===== config.mk =====
export PLATFORM = sky130hd
export DESIGN_NAME = reg_dump_unit
export DESIGN_NICKNAME = d
export VERILOG_FILES = /design/src/rtl/reg_dump_unit.sv
export SDC_FILE = /design/constraint.sdc
export NUM_CORES = 1
export LEC_CHECK = 0
export ABC_AREA = 1
export ABC_CLOCK_PERIOD_IN_PS = 1450
export CAP_MARGIN = 20
export CORE_ASPECT_RATIO = 1.1
export CORE_MARGIN = 4
export CORE_UTILIZATION = 39
export DETAILED_ROUTE_END_ITERATION = 10
export HOLD_SLACK_MARGIN = 0.02
export PLACE_DENSITY = 0.73
export SLEW_MARGIN = 20
export SYNTH_ARGS = -nofsm -noshare
export SYNTH_HDL_FRONTEND = slang
export SYNTH_SLANG_ARGS = --single-unit

===== constraint.sdc =====
create_clock -name clk -period 1.45 [get_ports clk]
set_input_delay 0.2175 -clock clk [delete_from_list [all_inputs] [get_ports clk]]
set_output_delay 0.2175 -clock clk [all_outputs]
set_load 0.1 [all_outputs]

===== src/rtl/reg_dump_unit.sv =====
// reg_dump_unit: once the core is halted, streams the register bank out over a
// valid/ready byte port. Each word is sent MSB byte first, and registers go out
// in ascending index order.
// Build option DUMP_PC_EN: when defined, pc_in is appended as one extra word
// after register NUM_REGS-1, so the stream is 4*NUM_REGS+4 bytes long.
// reg_dump_unit_chk holds the protocol assertions and is instantiated by the top.

module reg_dump_unit_chk (
  input logic       clk,
  input logic       reset,
  input logic       tx_valid,
  input logic       tx_ready,
  input logic [7:0] tx_data,
  input logic       busy,
  input logic       done,
  input logic [4:0] rf_rd_addr
);

  // A byte offered to the sink stays offered, unchanged, until it is taken.
  property p_stall_hold;
    @(posedge clk) disable iff (!reset)
      (tx_valid && !tx_ready) |=> (tx_valid && $stable(tx_data));
  endproperty
  a_stall_hold: assert property (p_stall_hold);

  // The completion pulse is a single cycle and never overlaps a live byte.
  property p_done_pulse;
    @(posedge clk) disable iff (!reset)
      done |-> (!tx_valid && !busy) ##1 !done;
  endproperty
  a_done_pulse: assert property (p_done_pulse);

  // The bank is only addressed while a dump is in progress.
  property p_addr_idle;
    @(posedge clk) disable iff (!reset)
      (rf_rd_addr != 5'd0) |-> busy;
  endproperty
  a_addr_idle: assert property (p_addr_idle);

endmodule

module reg_dump_unit #(
  parameter int NUM_REGS = 32
) (
  input  logic        clk,
  input  logic        reset,
  input  logic        halt,
  input  logic        start,
  output logic [4:0]  rf_rd_addr,
  input  logic [31:0] rf_rd_data,
  input  logic [31:0] pc_in,
  output logic [7:0]  tx_data,
  output logic        tx_valid,
  input  logic        tx_ready,
  output logic        busy,
  output logic        done
);

`ifdef DUMP_PC_EN
  localparam int NUM_WORDS = NUM_REGS + 1;
`else
  localparam int NUM_WORDS = NUM_REGS;
`endif
  // Index of the final word of the stream (the PC word when it is enabled).
  localparam logic [5:0] LAST_IDX = 6'(NUM_WORDS - 1);

  typedef enum logic [1:0] {
    ST_IDLE    = 2'd0,
    ST_CAPTURE = 2'd1,
    ST_SEND    = 2'd2,
    ST_DONE    = 2'd3
  } state_t;

  state_t      state_r;
  logic [5:0]  word_idx_r;
  logic [1:0]  byte_cnt_r;
  logic [31:0] shift_r;
  logic [4:0]  rd_addr_r;
  logic        tx_valid_r;
  logic        busy_r;
  logic        done_r;

  logic        xfer_s;
  logic        word_end_s;
  logic        last_word_s;
  logic [5:0]  next_idx_s;
  logic [31:0] capture_word_s;

  // The outgoing byte is always the top byte of the shift register, so it is
  // registered by construction and needs no separate copy.
  assign tx_data    = shift_r[31:24];
  assign tx_valid   = tx_valid_r;
  assign busy       = busy_r;
  assign done       = done_r;
  assign rf_rd_addr = rd_addr_r;

  // Decode handshake, end-of-word and end-of-stream conditions from state.
  always_comb begin
    xfer_s     = tx_valid_r & tx_ready;
    next_idx_s = word_idx_r + 6'd1;
    if (byte_cnt_r == 2'd3) begin
      word_end_s = 1'b1;
    end else begin
      word_end_s = 1'b0;
    end
    if (word_idx_r == LAST_IDX) begin
      last_word_s = 1'b1;
    end else begin
      last_word_s = 1'b0;
    end
  end

`ifdef DUMP_PC_EN
  // Choose the captured word: the bank read, or the PC for the trailing word.
  always_comb begin
    if (word_idx_r == LAST_IDX) begin
      capture_word_s = pc_in;
    end else begin
      capture_word_s = rf_rd_data;
    end
  end
`else
  // Without the PC word every captured word comes straight from the bank.
  always_comb begin
    capture_word_s = rf_rd_data;
  end

  // pc_in has no consumer in this build.
  logic pc_unused_s;
  assign pc_unused_s = ^pc_in;
`endif

  // Dump sequencer: FSM state, word/byte counters, shift register and all
  // registered outputs. done is raised on leaving DONE, so the pulse lands in
  // the cycle after the DONE state (cycle 2 + 5*words after the start edge).
  always_ff @(posedge clk) begin
    if (!reset) begin
      state_r    <= ST_IDLE;
      word_idx_r <= 6'd0;
      byte_cnt_r <= 2'd0;
      shift_r    <= 32'd0;
      rd_addr_r  <= 5'd0;
      tx_valid_r <= 1'b0;
      busy_r     <= 1'b0;
      done_r     <= 1'b0;
    end else begin
      done_r <= 1'b0;
      case (state_r)
        ST_IDLE: begin
          tx_valid_r <= 1'b0;
          rd_addr_r  <= 5'd0;
          if (start && halt) begin
            word_idx_r <= 6'd0;
            busy_r     <= 1'b1;
            state_r    <= ST_CAPTURE;
          end else begin
            busy_r  <= 1'b0;
            state_r <= ST_IDLE;
          end
        end

        ST_CAPTURE: begin
          shift_r    <= capture_word_s;
          byte_cnt_r <= 2'd0;
          tx_valid_r <= 1'b1;
          rd_addr_r  <= 5'd0;
          busy_r     <= 1'b1;
          state_r    <= ST_SEND;
        end

        ST_SEND: begin
          busy_r    <= 1'b1;
          rd_addr_r <= 5'd0;
          if (xfer_s) begin
            if (!word_end_s) begin
              shift_r    <= {shift_r[23:0], 8'd0};
              byte_cnt_r <= byte_cnt_r + 2'd1;
              tx_valid_r <= 1'b1;
              state_r    <= ST_SEND;
            end else if (last_word_s) begin
              tx_valid_r <= 1'b0;
              state_r    <= ST_DONE;
            end else begin
              // Present the next bank address so the read is ready in CAPTURE.
              tx_valid_r <= 1'b0;
              word_idx_r <= next_idx_s;
              rd_addr_r  <= next_idx_s[4:0];
              state_r    <= ST_CAPTURE;
            end
          end else begin
            tx_valid_r <= 1'b1;
            state_r    <= ST_SEND;
          end
        end

        ST_DONE: begin
          tx_valid_r <= 1'b0;
          rd_addr_r  <= 5'd0;
          busy_r     <= 1'b0;
          done_r     <= 1'b1;
          state_r    <= ST_IDLE;
        end

        default: begin
          tx_valid_r <= 1'b0;
          rd_addr_r  <= 5'd0;
          busy_r     <= 1'b0;
          state_r    <= ST_IDLE;
        end
      endcase
    end
  end

  reg_dump_unit_chk u_chk (
    .clk        (clk),
    .reset      (reset),
    .tx_valid   (tx_valid),
    .tx_ready   (tx_ready),
    .tx_data    (tx_data),
    .busy       (busy),
    .done       (done),
    .rf_rd_addr (rf_rd_addr)
  );

endmodule


======== Word-level counts from Yosys, hierarchy flattened ========
Index checks and enable logic that the tools add are counted.
word-level totals
  bits in registers ....................... 50
  input port bits ......................... 69
  output and inout port bits .............. 16
  word-level logic and storage cells ...... 58
cells by class
  add/sub/neg operators ................... 2
  equal/unequal tests ..................... 10
  mux-type cells .......................... 28
  bitwise logic cells ..................... 1
  reduce and logical (&&, ||, !) cells .... 9
operators by type and width
  operator                                                               count
  32-bit 2-to-1 mux                                                      2
  32-bit case mux with 2 select lines                                    1
  6-bit 2-to-1 mux                                                       4
  5-bit 2-to-1 mux                                                       3
  6-bit case mux with 2 select lines                                     1
  2-bit 2-to-1 mux                                                       5
  2-bit inequality test, second input constant                           5
  5-bit case mux with 2 select lines                                     1
  2-bit case mux with 4 select lines                                     1
  1-bit 2-to-1 mux                                                       7
  6-bit by 1-bit adder with 6-bit output, second input constant          1
  2-bit equality test, second input constant                             3
  6-bit by 5-bit equality test with 1-bit output, second input constant  1
  1-bit case mux with 3 select lines                                     2
  5-bit AND reduction                                                    1
  2-bit case mux with 2 select lines                                     1
  2-bit nonzero test                                                     2
  2-bit OR reduction                                                     2
  3-bit AND reduction                                                    1
  3-bit OR reduction                                                     1
  2-bit by 1-bit adder with 2-bit output, second input constant          1
  2-bit by 1-bit equality test with 1-bit output, second input constant  1
  2-bit zero test                                                        1
  1-bit AND                                                              1
  1-bit logical AND                                                      1

======== Depth between registers and ports, before layout ========
  word-level depth ........................ 6
  depth in mapped cells ................... 10
  mapped depth without buffers ............ 10

======== Worst setup path after synthesis ========
OpenSTA, ideal clock, no wires.
  kind .................................... reg2reg
  start point ............................. reg tx_valid_r (netlist: tx_valid)
  end point ............................... reg word_idx_r[2]
  arrival ................................. 1.950 ns
  required time ........................... 1.386 ns
  setup slack ............................. -0.564 ns
  cell stages (with the launch flop) ...... 9
  path buffers ............................ 0
  cell sequence ........................... dfxtp_1 -> nand2_1 -> nand2_8 -> nand2_4 -> nor2_8 -> inv_1 -> nor2_2 -> nor2_1 -> nor2_1
between the ends
  cells in the longest elaborated chain, start to end .. 3
ends and longest elaborated chain
  what                             line  text
  start, declared                  79    logic tx_valid_r;
  start signal, assigned           143   tx_valid_r <= 1'b0;
  start signal, assigned           150   tx_valid_r <= 1'b0;
  start signal, assigned           165   tx_valid_r <= 1'b1;
  1-bit AND                        99    xfer_s = tx_valid_r & tx_ready;
  2-bit inequality test (no line)  n/a
  5-bit AND reduction (no line)    n/a
  end signal, assigned             186   word_idx_r <= next_idx_s;
  end, declared                    75    logic [5:0] word_idx_r;
Every way passes these cells.
A chain may end at the register's enable or synchronous reset.

======== Worst setup path in the final report ========
  start point ............................. reg state_r[1]
  end point ............................... reg shift_r[14]
between the ends
  cells in the longest elaborated chain, start to end .. 3
  elaborated cells between the ends (all ways) .. 7
ends and longest elaborated chain
  what                                                                                   line  text
  start, declared                                                                        74    state_t state_r;
  start signal, assigned                                                                 138   state_r <= ST_IDLE;
  start signal, assigned                                                                 155   state_r <= ST_CAPTURE;
  start signal, assigned                                                                 158   state_r <= ST_IDLE;
  2-bit equality test or 2-bit by 1-bit equality test with 1-bit output (tied branches)  148   case (state_r)
  2-bit inequality test (no line) or 2-bit nonzero test (tied branches)                  n/a
  3-bit AND reduction (no line)                                                          n/a
  end signal, assigned                                                                   163   shift_r <= capture_word_s;
  end signal, assigned                                                                   176   shift_r <= {shift_r[23:0], 8'd0};
  end, declared                                                                          77    logic [31:0] shift_r;
Parallel ways exist; a longest one is shown, timed or not.

==> impl_summary.txt <==
----------------------------------------------------
[Status]
  Run status ... finished with violations
  Violated checks ... negative setup slack

[STA]
  Worst-margin pin slew ... 0.296 ns
  Max transition margin ... around four fifths
  Shortest period the worst path allows ... 1.45 ns
  Post-route fraction of the period consumed by the critical path ... 100%
  Count of endpoints failing setup in the final report ... 1
  Timing-limited maximum frequency ... 0.689 GHz
  Final hold violation count ... 0
  Unrepaired setup endpoints after global routing ... true
  Fin Clk Skew ... a little over 0.008 ns
  Total count of max-transition violations in the final report ... 0
  Accumulated negative setup slack ... -0.000850 ns
  Worst Setup Slack, final ... -0.000850 ns

[Route]
  Highest metal layer with signal wires ... met4
  Initial DRC count ... between 100 and 150
  Total routed wire length on the met1 layer ... between 2000 and 3000 um
  Post-detailed-route count of antenna-violating nets ... 0
  Wirelength, routed ... 6410 um
  Detailed-routed wire length on met3 ... 272 um
  Total met2 wirelength after detailed routing ... between 3000 and 4000 um
  Via count ... approximately 2,400
  Via count normalized by instance count ... a little under 5
  First-pass iteration count of the detailed router ... 4
  Post-route DRC ... 0
  Avg WL per Cell ... between 10 and 15 um

[Run]
  MaxCap Viol Count ... 0

[Setup path]
  Startpoint of the worst register-to-register path ... state_r[1]$_SDFF_PN0_
  Critical path fanouts, max ... 6
  Worst setup path startpoint ... state_r[1]$_SDFF_PN0_
  Timing endpoint of the critical path ... shift_r[14]$_SDFFE_PN0P_
  Critical path buffer and inverter count ... 3
  Reg-to-reg critical path endpoint ... shift_r[14]$_SDFFE_PN0P_
  Critical Path Sink Type ... flop
  Critical path start-end classification ... reg -> reg
  WP data required ... between 1.5 and 2 ns
  Number of cells on the worst reg-to-reg path ... 8
  Logic depth of the worst setup path including buffers ... 8
  Worst path arrival time ... 1.69 ns
  Category of cells accounting for the largest share of critical-path delay ... compound AO/OA/AOI/OAI gates
  Setup slack on the worst flop-to-flop path ... -0.0009 ns
  Delay of the slowest critical-path stage ... 0.38 ns
  Critical path launch point type ... flop
  Standard cell with the maximum stage delay on the critical path ... sky130_fd_sc_hd__dfxtp_4
  List of cells traversed by the critical path ... buf_6 > inv_4 > ha_4 > o21a_4 > nand2_8 > clkbuf_16 > o21ai_1 > a21oi_1

[Synth]
  Sequential-to-total area share from yosys stat ... between 30% and 40%
  Most common cell in the synthesized netlist ... sky130_fd_sc_hd__nand2_1
  Leading cell types by total area after synthesis ... sky130_fd_sc_hd__dfxtp_1 40%, sky130_fd_sc_hd__nand2_1 19%, sky130_fd_sc_hd__a21oi_1 6.8%, sky130_fd_sc_hd__ha_1 4.0%, sky130_fd_sc_hd__nand3_1 3.8%
  Count of warnings emitted by yosys ... 0
  Ys async rst share ... 0%
  Average cell area after synthesis ... roughly 7 um2
  Gate Count Post-Synth ... 351
  Most frequently used flop master after synthesis ... sky130_fd_sc_hd__dfxtp_1
  Number of enable-type register cells in the synthesized netlist ... 0
  Cell taking the most area after synthesis ... sky130_fd_sc_hd__dfxtp_1
  Number of storage elements in the synthesis netlist ... 50
  Most common library cells after synthesis ... 128 x sky130_fd_sc_hd__nand2_1, 50 x sky130_fd_sc_hd__dfxtp_1, 34 x sky130_fd_sc_hd__a21oi_1, 24 x sky130_fd_sc_hd__nor2_1, 22 x sky130_fd_sc_hd__inv_1
  Syn_nets ... around 430
  Yosys top cell area share ... approximately 40%
  Mapped cell area ... 2510 um2
  Post-synthesis cell type count ... 27

[CTS]
  CTS H-tree depth ... 2
  Number of buffers created by CTS ... 5
  Hold buffer count at CTS ... 0
  Clk Latency, worst-skew pair ... roughly 0.3 ns
  CTS tree ... yes
  Max clock buf depth ... 2
  Number of sinks driven by the clock tree ... 50
  CTS root buf ... sky130_fd_sc_hd__clkbuf_8
  Clock-pin slew reported for the worst setup and hold paths after clock tree synthesis ... approximately 0.09 ns

[Pwr]
  Worst IR Drop VDD ... about 0.00050 V
  Overall Power ... approximately 3.4 mW
  Cell area power density ... ~910 nW/um2
  Cell leakage power ... roughly 1.5 nW

[Die]
  Core Area ... just over 6000 um2
  Die Y-Extent ... between 90 and 100 um
  # IOs ... 85
  Horizontal die dimension ... 84.5 um
  Starting utilization of the core area ... 40.5%
  Site row count ... 30
  Die Outline Area ... about 7800 um2

[Cells and area]
  Share of cells above drive strength 1 ... 29.1%
  Final-layout fill cell count ... around 530
  Antenna diodes ... 0
  Final non-filler cell area ... 3770 um2
  NumNets Final ... between 400 and 500
  Relative area change from synthesis to final layout ... 50.5%
  Final instance count without filler cells ... about 500

[GRT]
  Total Routing Usage GR ... 15.3%
  Maximum number of pins on one net before global-route repair ... 29
  First-pass GRT wire length ... 9920 um
  Number of antenna violations at the first check in global routing ... 0
  Remaining Overflow, GRT ... 0
  Vias in the first global route ... roughly 2,300

[Place]
  Port buffer count ... 52
  Placer congestion estimate ... around 0.83
  Worst slack at placement ... -0.179 ns
  Placed wire-length estimate after detailed placement ... 4270 um
  Placed inst area ... around 3300 um2
  Number of cells in the design after placement ... between 400 and 500

[Worst hold path]
  Hold Path Class ... reg -> reg
  Origin of the worst min-delay path ... shift_r[12]$_SDFFE_PN0P_

----------------------------------------------------
==> cell type report <==
cell class                      count  area (um2)  share of cell area, %
Multi-Input combinational cell    252        1430                   37.8
Timing Repair inverter              1        16.3                  0.431
Tap cell                           80         100                   2.65
Clock buffer                        5        68.8                   1.82
Clock inverter                      2        38.8                   1.03
Timing Repair Buffer               82        1010                   26.7
Inverter                           24         105                   2.79
Sequential cell                    50        1010                   26.8
==> cells in the final DEF (no fill, tap or decap), types with 4 or more instances in the layout <==
cell	n
sky130_fd_sc_hd__a21oi_1	23
sky130_fd_sc_hd__dfxtp_1	45
sky130_fd_sc_hd__clkbuf_8	5
sky130_fd_sc_hd__nand3_1	19
sky130_fd_sc_hd__nand2_1	108
sky130_fd_sc_hd__buf_12	19
sky130_fd_sc_hd__o21ai_1	4
sky130_fd_sc_hd__inv_2	4
sky130_fd_sc_hd__a21oi_2	14
sky130_fd_sc_hd__clkdlybuf4s50_1	36
sky130_fd_sc_hd__inv_1	18
sky130_fd_sc_hd__nand2_2	17
sky130_fd_sc_hd__ha_1	4
sky130_fd_sc_hd__nor2_1	23
sky130_fd_sc_hd__nand2_4	5
sky130_fd_sc_hd__buf_4	21
sky130_fd_sc_hd__ha_4	4
sky130_fd_sc_hd__o21ai_0	11
==> sequential cells by signal, indices dropped and copies added (netlist names) <==
register / count
busy: 1
byte_cnt_r: 2
done: 1
rf_rd_addr: 5
shift_r: 32
state_r: 2
tx_valid: 1
word_idx_r: 6
==> power breakdown <==
group	internal [mW]	total (mW)	switching [mW]
registers	1.46	1.53	0.0676
logic	0.425	0.922	0.497
clock network	0.508	0.984	0.475
==> per-layer routing <==
metal / up-vias / track usage, %
li1: 1235 / -
met1: 1145 / 16.2
met2: 58 / 29.4
met3: 8 / 3.23
met4: 0 / 5.15
met5: - / 0
==> per-stage QoR <==
stage	utilization, %	hold WS [ns]
3_5_place_dp	53.4	0.440
5_1_grt	60.9	0.483
4_1_cts	55.5	0.454
3_3_place_gp	53.4	0.436
6_report	60.9	0.448
2_1_floorplan	-	0.361
==> kinds of logic (layout without fill, tap and decap cells) <==
| logic type | count (synthesis) | count (layout) | share of synthesized area (%) |
|---|---|---|---|
| buffers and inverters | 50 | 114 | 11.2 |
| flip-flops | 50 | 50 | 39.9 |
| adder cells (fa/ha/maj) | 8 | 8 | 3.99 |
| AO/OA/AOI/OAI | 57 | 57 | 12.3 |
| AND/OR/NAND/NOR | 186 | 187 | 32.5 |
==> worst reg2reg max path: stages, from the launching register on <==
cell	delay, ns
sky130_fd_sc_hd__dfxtp_4	0.38
sky130_fd_sc_hd__buf_6	0.11
sky130_fd_sc_hd__inv_4	0.04
sky130_fd_sc_hd__ha_4	0.15
sky130_fd_sc_hd__o21a_4	0.25
sky130_fd_sc_hd__nand2_8	0.13
sky130_fd_sc_hd__clkbuf_16	0.16
sky130_fd_sc_hd__o21ai_1	0.05
sky130_fd_sc_hd__a21oi_1	0.13
==> timing repair <==
action / 4_1_cts / 5_1_grt
setup buffers: 0 / 3
resized for setup: 7 / 56
pin swaps: 2 / 26
setup endpoints to repair: 39 / 44
cloned: 0 / 6
==> worst min path at each step <==
stage / to / slack (ns) / cells past startpoint
CTS: shift_r[12]$_SDFFE_PN0P_ / 0.45 / 2
global route: shift_r[19]$_SDFFE_PN0P_ / 0.48 / 2
detailed placement: shift_r[12]$_SDFFE_PN0P_ / 0.44 / 2
floorplan: shift_r[5]$_SDFFE_PN0P_ / 0.36 / 2
finish: shift_r[12]$_SDFFE_PN0P_ / 0.45 / 2
global placement: shift_r[11]$_SDFFE_PN0P_ / 0.44 / 2
Power figures use the tool's default switching activity.
